`config.mk`:
```
export PLATFORM = sky130hd
export DESIGN_NAME = kanagawa_hal_reset_sequencer
export DESIGN_NICKNAME = d
export VERILOG_FILES = /design/src/rtl/kanagawa_reset_seq_pkg.sv /design/src/rtl/kanagawa_reset_seq_down_counter.sv /design/src/rtl/kanagawa_hal_reset_sequencer.sv
export SDC_FILE = /design/constraint.sdc
export NUM_CORES = 1
export LEC_CHECK = 0
export ABC_AREA = 1
export ABC_CLOCK_PERIOD_IN_PS = 2500
export BUFFER_PORTS_ARGS = -buffer_cell sky130_fd_sc_hd__buf_2
export CAP_MARGIN = 20
export CORE_MARGIN = 10
export CORE_UTILIZATION = 30
export DETAILED_ROUTE_END_ITERATION = 6
export REMOVE_ABC_BUFFERS = 1
export SETUP_SLACK_MARGIN = 0.1
export SYNTH_ARGS = -nofsm -noshare
export SYNTH_HDL_FRONTEND = slang
export SYNTH_SLANG_ARGS = --single-unit
```
`constraint.sdc`:
```
create_clock -name clk -period 2.5 [get_ports clk]
set_input_delay 0.125 -clock clk [delete_from_list [all_inputs] [get_ports clk]]
set_output_delay 0.125 -clock clk [all_outputs]
set_load 0.05 [all_outputs]
```
`src/rtl/kanagawa_reset_seq_pkg.sv`:
```
// kanagawa_reset_seq_pkg
//   Shared types and helpers for the reset sequencer slice.
//   - seq_state_t : sequencer FSM states
//   - DEF_*       : default parameter values for the top level
//   - cnt_width   : width of the shared hold/gap/timeout counters
//   - idx_width   : width of the stage index (minimum 1)
package kanagawa_reset_seq_pkg;

   typedef enum logic [2:0] {
      HOLD,
      RELEASE,
      WAIT_ACK,
      GAP,
      RUN,
      FAULT
   } seq_state_t;

   localparam int DEF_NUM_STAGES     = 4;
   localparam int DEF_HOLD_CYCLES    = 16;
   localparam int DEF_STAGE_GAP      = 8;
   localparam int DEF_TIMEOUT_CYCLES = 1024;

   // Wide enough to hold the largest value any counter is ever loaded with.
   function automatic int cnt_width(input int hold, input int gap, input int tmo);
      int m;
      m = hold;
      if (gap > m) m = gap;
      if (tmo > m) m = tmo;
      return $clog2(m + 1);
   endfunction

   function automatic int idx_width(input int n);
      return (n <= 2) ? 1 : $clog2(n);
   endfunction

endpackage

```
`src/rtl/kanagawa_reset_seq_down_counter.sv`:
```
// kanagawa_reset_seq_down_counter
//   Loadable down-counter that saturates at zero.
//   Ports:
//     clk      : clock
//     arst_n   : asynchronous active-low clear (count returns to RST_VAL)
//     load     : load load_val (has priority over en)
//     load_val : value to load
//     en       : decrement by one when nonzero
//     zero     : count is 0
//     at_one   : count is 1, i.e. the next enabled cycle reaches 0
module kanagawa_reset_seq_down_counter #(
   parameter int               WIDTH   = 8,
   parameter logic [WIDTH-1:0] RST_VAL = '0
) (
   input  logic             clk,
   input  logic             arst_n,
   input  logic             load,
   input  logic [WIDTH-1:0] load_val,
   input  logic             en,
   output logic             zero,
   output logic             at_one
);

   logic [WIDTH-1:0] count;

   always_ff @(posedge clk or negedge arst_n) begin
      if (!arst_n) begin
         count <= RST_VAL;
      end else if (load) begin
         count <= load_val;
      end else if (en && (count != '0)) begin
         count <= count - WIDTH'(1);
      end
   end

   assign zero   = (count == '0);
   assign at_one = (count == WIDTH'(1));

endmodule

```
`src/rtl/kanagawa_hal_reset_sequencer.sv`:
```
// kanagawa_hal_reset_sequencer
//   Releases NUM_STAGES dependent reset domains in index order once the
//   board/PLL reset deasserts. Each stage is released only after the
//   previous one acknowledges and STAGE_GAP cycles elapse. A soft request,
//   or any ack dropping while running, re-runs the whole sequence.
//   Optional ack timeout: define KANAGAWA_RESET_SEQ_TIMEOUT_EN.
//   Ports:
//     clk          : clock
//     arst_n       : asynchronous active-low reset
//     soft_rst_req : single-cycle request to restart the sequence
//     stage_ack    : per-stage ready (already synchronized to clk)
//     stage_rst    : per-stage active-high reset, registered
//     all_released : every stage released and acked
//     busy         : sequencer is not in RUN
//     timeout_err  : sticky ack-timeout flag (0 when the timeout is not built)
module kanagawa_hal_reset_sequencer
   import kanagawa_reset_seq_pkg::*;
#(
   parameter int NUM_STAGES     = DEF_NUM_STAGES,
   parameter int HOLD_CYCLES    = DEF_HOLD_CYCLES,
   parameter int STAGE_GAP      = DEF_STAGE_GAP,
   parameter int TIMEOUT_CYCLES = DEF_TIMEOUT_CYCLES
) (
   input  logic                  clk,
   input  logic                  arst_n,
   input  logic                  soft_rst_req,
   input  logic [NUM_STAGES-1:0] stage_ack,
   output logic [NUM_STAGES-1:0] stage_rst,
   output logic                  all_released,
   output logic                  busy,
   output logic                  timeout_err
);

   localparam int CNT_W = cnt_width(HOLD_CYCLES, STAGE_GAP, TIMEOUT_CYCLES);
   localparam int IDX_W = idx_width(NUM_STAGES);

   localparam logic [CNT_W-1:0] HOLD_LD  = CNT_W'(HOLD_CYCLES);
   localparam logic [CNT_W-1:0] GAP_LD   = CNT_W'(STAGE_GAP);
   localparam logic [IDX_W-1:0] LAST_IDX = IDX_W'(NUM_STAGES - 1);

   seq_state_t       state;
   logic [IDX_W-1:0] idx;
   logic [IDX_W-1:0] idx_nxt;
   logic             ack_cur;
   logic             restart;
   logic             cnt_load;
   logic [CNT_W-1:0] cnt_load_val;
   logic             cnt_en;
   logic             cnt_zero;
   logic             cnt_at_one;
   logic             cnt_done;
   logic             tmo_expire;

   assign idx_nxt = idx + IDX_W'(1);
   // Only the ack of the stage currently being waited on matters.
   assign ack_cur = stage_ack[idx];
   // A dropped ack while running is handled exactly like a soft request.
   assign restart = soft_rst_req || ((state == RUN) && !(&stage_ack));
   // Counting down from N: the Nth enabled edge is the one that reaches 0.
   assign cnt_done = cnt_at_one || cnt_zero;

   always_comb begin
      cnt_load     = 1'b0;
      cnt_load_val = HOLD_LD;
      cnt_en       = 1'b0;
      if (restart) begin
         cnt_load = 1'b1;
      end else if ((state == WAIT_ACK) && ack_cur && (idx != LAST_IDX)) begin
         cnt_load     = 1'b1;
         cnt_load_val = GAP_LD;
      end else if ((state == HOLD) || (state == GAP)) begin
         cnt_en = 1'b1;
      end
   end

   kanagawa_reset_seq_down_counter #(
      .WIDTH   (CNT_W),
      .RST_VAL (HOLD_LD)
   ) u_hold_gap_cnt (
      .clk      (clk),
      .arst_n   (arst_n),
      .load     (cnt_load),
      .load_val (cnt_load_val),
      .en       (cnt_en),
      .zero     (cnt_zero),
      .at_one   (cnt_at_one)
   );

`ifdef KANAGAWA_RESET_SEQ_TIMEOUT_EN
   localparam logic [CNT_W-1:0] TMO_LD = CNT_W'(TIMEOUT_CYCLES);

   logic tmo_zero;
   logic tmo_at_one;

   // Loaded while in RELEASE so it is full on the first WAIT_ACK cycle.
   kanagawa_reset_seq_down_counter #(
      .WIDTH   (CNT_W),
      .RST_VAL (TMO_LD)
   ) u_timeout_cnt (
      .clk      (clk),
      .arst_n   (arst_n),
      .load     (state == RELEASE),
      .load_val (TMO_LD),
      .en       (state == WAIT_ACK),
      .zero     (tmo_zero),
      .at_one   (tmo_at_one)
   );

   // An ack in the expiry cycle wins, and so does a restart.
   assign tmo_expire = (state == WAIT_ACK) && !ack_cur && !restart &&
                       (tmo_at_one || tmo_zero);

   // Sticky until arst_n; a soft restart deliberately leaves it set.
   always_ff @(posedge clk or negedge arst_n) begin
      if (!arst_n) begin
         timeout_err <= 1'b0;
      end else if (tmo_expire) begin
         timeout_err <= 1'b1;
      end
   end
`else
   assign tmo_expire  = 1'b0;
   assign timeout_err = 1'b0;
`endif

   // The release of stage idx is issued on the edge that enters RELEASE, so
   // stage_rst[0] falls exactly HOLD_CYCLES edges after arst_n deasserts.
   always_ff @(posedge clk or negedge arst_n) begin
      if (!arst_n) begin
         state        <= HOLD;
         idx          <= '0;
         stage_rst    <= '1;
         all_released <= 1'b0;
         busy         <= 1'b1;
      end else if (restart) begin
         state        <= HOLD;
         idx          <= '0;
         stage_rst    <= '1;
         all_released <= 1'b0;
         busy         <= 1'b1;
      end else begin
         case (state)
            HOLD: begin
               if (cnt_done) begin
                  state          <= RELEASE;
                  stage_rst[idx] <= 1'b0;
               end
            end
            RELEASE: begin
               state <= WAIT_ACK;
            end
            WAIT_ACK: begin
               if (ack_cur) begin
                  if (idx == LAST_IDX) begin
                     state        <= RUN;
                     all_released <= 1'b1;
                     busy         <= 1'b0;
                  end else if (STAGE_GAP == 0) begin
                     state              <= RELEASE;
                     idx                <= idx_nxt;
                     stage_rst[idx_nxt] <= 1'b0;
                  end else begin
                     state <= GAP;
                  end
               end else if (tmo_expire) begin
                  state     <= FAULT;
                  stage_rst <= '1;
               end
            end
            GAP: begin
               if (cnt_done) begin
                  state              <= RELEASE;
                  idx                <= idx_nxt;
                  stage_rst[idx_nxt] <= 1'b0;
               end
            end
            RUN: begin
               state <= RUN;
            end
            FAULT: begin
               state <= FAULT;
            end
            default: begin
               state <= HOLD;
            end
         endcase
      end
   end

endmodule
```
Word level (Yosys, flattened, before mapping)
Cells that the tools add are included.
W data, S select, Z words.
{"block": "totals", "input_bits": 7, "output_inout_bits": 7, "ff_bits": 22}
{"block": "op_classes", "n_mux": 35, "n_addsub": 2, "eq_ne": 12, "reduce_logical": 26, "n_bitwise": 4, "order_cmp": 4}
{"cell": "$mux W11", "count": 3}
{"cell": "$mux W1", "count": 16}
{"cell": "$pmux W3 S5", "count": 1}
{"cell": "$mux W3", "count": 4}
{"cell": "$mux W4", "count": 3}
{"cell": "$reduce_bool A2 Y1", "count": 6}
{"cell": "$eq A11 B1 Y1 const B", "count": 1}
{"cell": "$logic_not A11 Y1", "count": 1}
{"cell": "$reduce_bool A11 Y1", "count": 1}
{"cell": "$sub A11 B1 Y11 const B", "count": 1}
{"cell": "$ne A3 B3 Y1 const B", "count": 3}
{"cell": "$and A4 B4 Y4", "count": 2}
{"cell": "$not A4 Y4", "count": 2}
{"cell": "$pmux W4 S2", "count": 1}
{"cell": "$eq A3 B2 Y1 const B", "count": 2}
{"cell": "$eq A3 B3 Y1 const B", "count": 2}
{"cell": "$logic_and A1 B1 Y1", "count": 6}
{"cell": "$lt A2 B3 Y1 const B", "count": 2}
{"cell": "$mux W2", "count": 3}
{"cell": "$reduce_and A3 Y1", "count": 2}
{"cell": "$mux W5", "count": 1}
{"cell": "$demux W1 S2", "count": 2}
{"cell": "$ge A2 B1 Y1 const B", "count": 2}
{"cell": "$reduce_and A2 Y1", "count": 2}
{"cell": "other kinds (12)", "count": 14}

Logic depth before layout (Yosys ltp)
Gate-level depths: netlist (run 1).
{"block": "logic_depth", "depth_word": 10, "depth_mapped": 10}

Modules after synthesis
From an unflattened synthesis (run 1), not the netlist that was laid out.
{"block": "hier_totals", "hier_cells": 229, "area_unflattened_um2": 1622.8}
{"module": "kanagawa_reset_seq_down_counter", "n_inst": 1, "cells_per_inst": 122, "seq_area_each_um2": 276.5, "area_per_inst_um2": 829.5}
{"module": "kanagawa_hal_reset_sequencer", "n_inst": 1, "cells_per_inst": 107, "seq_area_each_um2": 281.5, "area_per_inst_um2": 793.3}

Worst setup path after synthesis (run 1)
OpenSTA, ideal clock, no wires.
{"block": "synth_path", "path_type": "reg-to-reg", "from": "reg u_hold_gap_cnt.count[0]", "to": "reg u_hold_gap_cnt.count[0]", "setup_time_ns": 0.077, "path_stages_with_launch": 9, "period_less_slack_ns": 1.435, "t_required_ns": 2.423, "n_path_buf": 0, "slack_ns": 1.065, "arrival_ns": 1.358, "cell_sequence": "dfrtp_1 -> inv_1 -> ha_1 -> nand2_2 -> nor2_4 -> nand2_2 -> nand2_4 -> nand2_1 -> a21oi_1"}
{"block": "synth_between", "elab_chain_len": 3, "elab_cells_between_ends": 6, "classes_between": "1 x add/sub; 2 x mux; 3 x reduce/logical"}
{"element": "from (decl)", "line": "kanagawa_reset_seq_down_counter.sv:24", "rtl": "logic [WIDTH-1:0] count;"}
{"element": "from (signal assigned)", "line": "kanagawa_reset_seq_down_counter.sv:30", "rtl": "count <= load_val;"}
{"element": "from (signal assigned)", "line": "kanagawa_reset_seq_down_counter.sv:32", "rtl": "count <= count - WIDTH'(1);"}
{"element": "$sub A11 B1 Y11 or $reduce_bool A11 Y1 (tied branches)", "line": "kanagawa_reset_seq_down_counter.sv:32, kanagawa_reset_seq_down_counter.sv:31"}
{"element": "$mux W11 or $logic_and A1 B1 Y1 (tied branches)", "line": "kanagawa_reset_seq_down_counter.sv:31", "rtl": "end else if (en && (count != '0)) begin"}
{"element": "$mux W11 or $reduce_bool A2 Y1 (tied branches)"}
Several ways; a longest one is shown, not always the timed one. The select of a mux whose other input is x is not followed.
A chain may end at the register's enable or synchronous reset.

Final worst setup path (run 1)
{"block": "layout_path", "from": "reg idx[0]", "to": "reg u_hold_gap_cnt.count[1]"}
{"block": "layout_between", "elab_chain_len": 8, "elab_cells_between_ends": 12, "classes_between": "1 x eq/ne; 7 x mux; 4 x reduce/logical"}
{"element": "from (decl)", "line": "kanagawa_hal_reset_sequencer.sv:42", "rtl": "logic [IDX_W-1:0] idx;"}
{"element": "from (signal assigned)", "line": "kanagawa_hal_reset_sequencer.sv:160", "rtl": "idx <= idx_nxt;"}
{"element": "from (signal assigned)", "line": "kanagawa_hal_reset_sequencer.sv:173", "rtl": "idx <= idx_nxt;"}
{"element": "$bmux W1 S2", "line": "kanagawa_hal_reset_sequencer.sv:56", "rtl": "assign ack_cur = stage_ack[idx];"}
{"element": "$mux W1 (implied by the code)", "line": "kanagawa_hal_reset_sequencer.sv:56"}
{"element": "$logic_and A1 B1 Y1", "line": "kanagawa_hal_reset_sequencer.sv:68", "rtl": "end else if ((state == WAIT_ACK) && ack_cur && (idx != LAST_IDX)) begin"}
{"element": "$logic_and A1 B1 Y1 (*)", "line": "kanagawa_hal_reset_sequencer.sv:68"}
{"element": "$mux W1", "line": "kanagawa_hal_reset_sequencer.sv:68"}
{"element": "$mux W1", "line": "kanagawa_hal_reset_sequencer.sv:66", "rtl": "if (restart) begin"}
{"element": "$logic_and A1 B1 Y1", "line": "kanagawa_reset_seq_down_counter.sv:31"}
{"element": "$reduce_bool A2 Y1 (no line)"}
Every way passes the cells marked *; elsewhere a longest branch is shown, timed or not. The select of a mux whose other input is x is not followed.

==> flow_summary.yaml, run 1 <==
route:
  num_vias: 1247
  wl_per_cell_um: 10.68
  antenna_left: 0
  drc: 0
  drt-total-wl_um: 3054
  vias_per_cell: 4.360
  dr.pass1.iters: 4
  drtIter0Drc: 41
die:
  rows: 25
  die_area_um2: 8079
  coreArea_um2: 4723
  die_x_um: 89.89
  io_pins: 14
  die_h_um: 89.89
  initial_utilization_pct: 31.02
global_routing:
  grt_pass1_wl_um: 5561
  use_met2_pct: 12.83
  grt_busiest_layer: "met2"
  grt_use_met1_pct: 9.535
  grt_max_degree: 23
  grt.total_usage_pct: 7.786
  overflow: 0
  grt_antenna_before_repair: 0
  grt_pass1_vias: 1257
  grtUsageMet3_pct: 2.577
final_layout:
  fin_util_pct: 35.23
  final_layout_size_suffix_gt1_share_pct: 16.44
  area_growth_pct: 13.58
  nets: 233
  n_antenna_cell: 0
  fillers: 502
  instances_no_fill: 286
setup_path:
  critPathTopFamily: "simple AND/OR/NAND/NOR gates"
  cp-start-kind: "flip-flop"
  r2r-end: "u_hold_gap_cnt.count[1]$_DFFE_PN0P_"
  crit_path_cell_trace: "inv_1 > nand2_1 > nand3_1 > nand2_1 > nor2_2 > nor2_2 > inv_1 > a21oi_1"
  cp_slowest_stage_delay_ns: 0.43
  r2r_start: "idx[0]$_DFFE_PN0P_"
  r2r_cells: 8
  r2r_slack_ns: 0.81
  path_max_fanout: 12
  critical_path.slowest_cell: "dfrtp_1"
  endpoint_kind: "flip-flop"
  worst-setup-path-type: "reg -> reg"
  worstPathArrival_ns: 1.89
  required_ns: 2.70
  path_buf_inv: 2
timing:
  whs_ns: 0.1637
  skew_ns: 0.001068
  finalSetupViolations: 0
  min_period_ns: 1.688
  grt_setup_unrepaired: "false"
  max_freq_ghz: 0.5925
  hold_viol_final: 0
  max_slew.worst_pin.slew_ns: 0.5186
  fin_crit_sh_pct: 67.51
  slew_viol_final: 0
  max_slew_margin_pct: 65.43
  finalSetupTns_ns: 0
status:
  status: "completed"
synth:
  syn-cell-area_um2: 1465
  syn_inst: 205
  synth.distinct_cells: 24
  syn-mean-instance-area_um2: 7.147
  yosys_register_bits: 22
  yosys_warnings: 0
  ys_seq_area_share_pct: 38.09
hold_path:
  hold_class: "in -> reg"
  hold_depth: 3
  hold_path_end: "all_released$_DFFE_PN0P_"
  hp-start: "soft_rst_req"
placement:
  hpwl_um: 2372
  port_buffers: 12
  gp_congestion: 0.7529
  dp.cells: 281
run:
  maxCapViolations: 0
clocking:
  path_clk_slew_ns: 0.09
  cts_setup_buffers: 0
  htree_levels: 1
  cts_tree: "built"
  cts_buffers: 3
  clock_path_buffers: 2
  cts_hold_buf: 1
  cts_resized: 0
  cts.sinks: 22
  clock_latency_ns: 0.27
  clockRootBuffer: "clkbuf_8"
power:
  power_density_nw_per_um2: 937.6
  ir_drop_mv: 0.4619
  p_total_mw: 1.560
  leakagePower_nw: 0.8797
power breakdown:
part / switching, mW / leakage, nW / total [mW] / internal (mW)
clock network: 0.131 / 0.0357 / 0.345 / 0.214
registers: 0.0744 / 0.281 / 0.509 / 0.435
logic: 0.473 / 0.563 / 0.706 / 0.233
total: 0.678 / 0.880 / 1.56 / 0.882
per-layer routing:
layer	share of wire (%)	vias up	wire, um
li1	-	670	-
met1	51	557	1566
met2	43	16	1328
met3	4.1	4	126
met4	1.1	0	33
met5	0	-	0
layout by cell type (no fill, tap or decap), types with 2 or more instances in the layout:
cell,instances
nand3_1,32
nor2_2,2
inv_1,25
nand4_1,2
o21ai_0,6
nand2_2,2
nand2_4,2
dfrtp_1,16
ha_1,6
nand2_1,68
nor2_4,2
a21oi_1,3
clkbuf_8,3
buf_2,12
xor2_1,4
inv_2,2
nor2_1,18
dfstp_2,6
worst min-delay path: stages:
cell and delay, ns:
buf_2 0.07, o21bai_2 0.14, nor2_1 0.06
stage by stage:
stage | cell area [um^2] | worst slack, ns
after floorplan | 1439 | 1.065
after global placement | 1583 | 0.8891
after detailed placement | 1583 | 0.8367
after CTS | 1664 | 0.8119
after global routing | 1664 | 0.6122
final | 1664 | 0.8123
flip-flops by register name, summed over array words and instances, names as in the netlist:
signal                flops
u_hold_gap_cnt.count     11
stage_rst                 4
state                     3
idx                       2
all_released              1
busy                      1
cell usage after synthesis:
library cell | number | area (um^2)
a21oi_1 | 3 | 15.01
dfstp_2 | 6 | 157.7
inv_1 | 25 | 93.84
xor2_1 | 4 | 35.03
ha_1 | 6 | 75.07
o21ai_0 | 6 | 30.03
nand3_1 | 32 | 160.2
nor2_1 | 18 | 67.56
nor2_2 | 2 | 12.51
nor2_4 | 2 | 22.52
buf_6 | 1 | 11.26
nand3b_1 | 1 | 7.510
nor3_2 | 1 | 10.01
nand4_1 | 2 | 12.51
inv_2 | 2 | 7.510
nand2_1 | 68 | 255.2
o21bai_2 | 1 | 11.26
conb_1 | 1 | 3.750
a21oi_4 | 1 | 16.27
nand2_4 | 2 | 22.52
buf_4 | 2 | 15.01
nand2_2 | 2 | 12.51
dfrtp_1 | 16 | 400.4
nand3_2 | 1 | 10.01
worst max-delay path by stage:
| stage | cells past startpoint | slack [ns] | from | to |
|---|---|---|---|---|
| after floorplan | 8 | 1.06 | u_hold_gap_cnt.count[0]$_DFFE_PN0P_ | u_hold_gap_cnt.count[0]$_DFFE_PN0P_ |
| after global placement | 8 | 0.89 | u_hold_gap_cnt.count[0]$_DFFE_PN0P_ | u_hold_gap_cnt.count[1]$_DFFE_PN0P_ |
| after detailed placement | 8 | 0.84 | idx[0]$_DFFE_PN0P_ | u_hold_gap_cnt.count[0]$_DFFE_PN0P_ |
| after CTS | 8 | 0.81 | idx[0]$_DFFE_PN0P_ | u_hold_gap_cnt.count[1]$_DFFE_PN0P_ |
| after global routing | 8 | 0.61 | idx[0]$_DFFE_PN0P_ | u_hold_gap_cnt.count[1]$_DFFE_PN0P_ |
| final | 8 | 0.81 | idx[0]$_DFFE_PN0P_ | u_hold_gap_cnt.count[1]$_DFFE_PN0P_ |
cell families (layout without fill, tap and decap cells):
family / Yosys count / in the layout / share of synthesized area (%)
other cells: 1 / 1 / 0.2559
buf+inv: 30 / 44 / 8.710
xor+xnor: 4 / 4 / 2.391
compound gates: 11 / 11 / 4.953
flops: 22 / 22 / 38.09
simple gates: 131 / 131 / 40.48
fa+ha+maj: 6 / 6 / 5.124
layout make-up:
cell class | count | area, um^2 | area share (%)
clock buffer | 3 | 41.29 | 2.481
clock inverter | 1 | 30.03 | 1.805
inverter | 27 | 101.3 | 6.090
multi-input combinational | 153 | 779.5 | 46.84
sequential | 22 | 558.0 | 33.53
tap | 67 | 83.83 | 5.038
timing repair buffer | 13 | 70.07 | 4.211
Power figures use the tool's default switching activity.
==> inputs of run 2 (changes only) <==
--- a/config.mk
+++ b/config.mk
@@ -5,8 +5,8 @@
 export SDC_FILE = /design/constraint.sdc
 export NUM_CORES = 1
 export LEC_CHECK = 0
-export ABC_AREA = 1
-export ABC_CLOCK_PERIOD_IN_PS = 2500
+export ABC_AREA = 0
+export ABC_CLOCK_PERIOD_IN_PS = 1800
 export BUFFER_PORTS_ARGS = -buffer_cell sky130_fd_sc_hd__buf_2
 export CAP_MARGIN = 20
 export CORE_MARGIN = 10
==> constraint.sdc (replaced) <==
create_clock -name clk -period 1.8 [get_ports clk]
set_input_delay 0.09 -clock clk [delete_from_list [all_inputs] [get_ports clk]]
set_output_delay 0.09 -clock clk [all_outputs]
set_load 0.05 [all_outputs]
==> flow_summary.yaml, run 2 <==
timing:
  finalSetupTns_ns: 0
  skew_ns: 0.003600
  worst_slack_ns: 0.03464
  slew_viol_final: 0
  min_period_ns: 1.765
  finalSetupViolations: 0
  fin_crit_sh_pct: 98.08
  max_freq_ghz: 0.5665
  hold_viol_final: 0
  grt_setup_unrepaired: "true"
final_layout:
  register_area_um2: 564.3
  final_layout_size_suffix_gt1_share_pct: 51.38
  reg.largest.list: "u_hold_gap_cnt.count (11), stage_rst (4), state (3)"
  nets: 195
  n_antenna_cell: 0
  final_cell_mix: "buf_4 (26), buf_2 (12), dfrtp_1 (11)"
  instances_no_fill: 233
  final_common_cell: "buf_4"
  multiInputGateArea_um2: 875.8
  fin_util_pct: 44.96
  regMostFlops: "u_hold_gap_cnt.count"
  area_growth_pct: 46.26
  fillers: 382
  largest_reg_flops: 11
clocking:
  clock_path_buffers: 2
  cts_buffers: 3
  cts_tree: "built"
  clock_latency_ns: 0.27
  htree_levels: 1
  cts.sinks: 22
  path_clk_slew_ns: 0.08
  clockRootBuffer: "clkbuf_8"
setup_path:
  r2r_slack_ns: 0.03
  worstPathArrival_ns: 1.97
  r2r_start: "u_hold_gap_cnt.count[6]$_DFFE_PN0P_"
  worstSetupStartpoint: "u_hold_gap_cnt.count[6]$_DFFE_PN0P_"
  cp-start-kind: "flip-flop"
  worst-setup-path-type: "reg -> reg"
  required_ns: 2.00
  endpoint_kind: "flip-flop"
  path_max_fanout: 4
die:
  die_x_um: 86.33
  rows: 24
  die_area_um2: 7453
  coreArea_um2: 4294
  initial_utilization_pct: 30.74
  io_pins: 14
  die_h_um: 86.33
run:
  maxCapViolations: 0
synth:
  synth_top_area_share_pct: 30.33
  synth-simple-area-share_pct: 19.34
  synth_compound_area_share_pct: 20.28
  yosys.area_share.adder_pct: 5.687
  syn_inst: 135
  yosysTopAreaCell: "dfrtp_1"
  yosys_register_bits: 22
  synth.distinct_cells: 43
  synthArstFlopShare_pct: 100.0
  syn-cell-area_um2: 1320
  synth_xor_area_share_pct: 3.223
  synth_commonest_cells: "dfrtp_1 (16), a21oi_1 (11), inv_1 (10), nand2_1 (10), nor2_1 (9)"
  yosys-top-cells-area: "dfrtp_1 (30%), dfstp_2 (12%), ha_1 (5.7%), o31ai_1 (4.5%), a21oi_1 (4.2%)"
  synth_top_family_by_area: "compound AO/OA/AOI/OAI gates"
  ys_seq_area_share_pct: 42.27
  syn-mean-instance-area_um2: 9.778
  synth.most_common_cell: "dfrtp_1"
  synthMuxAreaShare_pct: 4.739
  synth_ff_type: "dfrtp_1"
  yosys_warnings: 0
  synth_edf_count: 0
global_routing:
  grt_pass1_wl_um: 5547
  grt_antenna_before_repair: 0
  grt_pass1_vias: 1203
  grt_max_degree: 23
  overflow: 0
  grt.total_usage_pct: 9.129
hold_path:
  hold_class: "in -> reg"
  hp-start: "soft_rst_req"
route:
  num_vias: 1245
  vias_per_cell: 5.343
  drc: 0
  drt-total-wl_um: 3702
  antenna_left: 0
  dr.pass1.iters: 4
  drtIter0Drc: 96
  wl_per_cell_um: 15.89
status:
  status: "completed"
placement:
  dp_slack_ns: -0.01656
  gp_congestion: 0.8391
  hpwl_um: 2421
  dp.cells: 219
  port_buffers: 12
power:
  leakagePower_nw: 0.8324
  power_density_nw_per_um2: 1317
  combPwrFrac_pct: 58.9
  switching_power_mw: 1.010
  internal_power_mw: 1.533
  clkPwrFrac_pct: 14.2
  ir_drop_mv: 0.4152
  p_seq_share_pct: 26.9
  p_sw_share_pct: 39.73
run 2: cell types whose count changed in the layout (fill, tap and decap cells not counted), moves of 11 or more:
cell and change:
buf_4 +26, inv_1 -17, nand2_1 -60, nor2_1 -11, nand3_1 -28
run 2: final timing paths:
kind                                                  endpoint  depth (start not counted)
setup / recovery           u_hold_gap_cnt.count[8]$_DFFE_PN0P_                          6
setup reg to reg           u_hold_gap_cnt.count[8]$_DFFE_PN0P_                          6
min in group asynchronous  u_hold_gap_cnt.count[5]$_DFFE_PN0P_                          2
hold / removal                            state[2]$_DFFE_PN0P_                          2
max in group asynchronous                   idx[0]$_DFFE_PN0P_                          2
hold reg to reg                       stage_rst[2]$_DFFE_PN1P_                          2
run 2: per-stage QoR:
step	hold WS [ns]	total power, mW	area [um^2]
2_1_floorplan	-0.2056	1.286	1303
3_3_place_gp	0.07501	1.669	1600
3_5_place_dp	0.08791	1.698	1600
4_1_cts	0.03001	2.146	1714
5_1_grt	0.06486	2.713	1931
6_report	0.07107	2.543	1931
run 2: power by group through the flow:
stage | clock, mW | combinational (mW) | sequential [mW]
after floorplan | 0 | 0.569 | 0.716
after global placement | 0 | 1.01 | 0.655
after detailed placement | 0 | 1.04 | 0.661
after CTS | 0.376 | 1.11 | 0.658
after global routing | 0.402 | 1.62 | 0.693
final | 0.360 | 1.50 | 0.685
run 2: critical path: stages (launching register included):
cell     delay (ns)
dfrtp_1        0.39
buf_4          0.14
buf_6          0.11
nor3_4         0.29
nand2_2        0.12
or4_4          0.51
a21oi_2        0.14
run 2: final cells by class:
cell class,count,area share (%)
flip-flops and latches,22,29.23
repair buffers,45,17.24
clock buffers,4,2.852
well taps,52,3.370
inverters,10,1.944
multi-input cells,100,45.37
run 2: cell families after synthesis:
kind of cell,Yosys count
adder cells (fa/ha/maj),6
buffers and inverters,13
AND/OR/NAND/NOR,46
multiplexers,5
flip-flops,22
other,1
XOR/XNOR,4
AO/OA/AOI/OAI,38
run 2: routing by layer:
metal	up-vias	routed length (um)	GRT usage [%]
li1	599	-	-
met1	611	1479	10.75
met2	28	1988	15.23
met3	7	157	1.595
met4	0	77	5.155
met5	-	0	0
run 2: repair_timing:
item / 4_1_cts / 5_1_grt
endpoints found under the setup margin: 13 / 18
resized for setup: 8 / 40
setup buffers: 2 / 7
pin swaps: 5 / 11
hold buffers: 1 / 0
hold endpoints to repair: 16 / 0
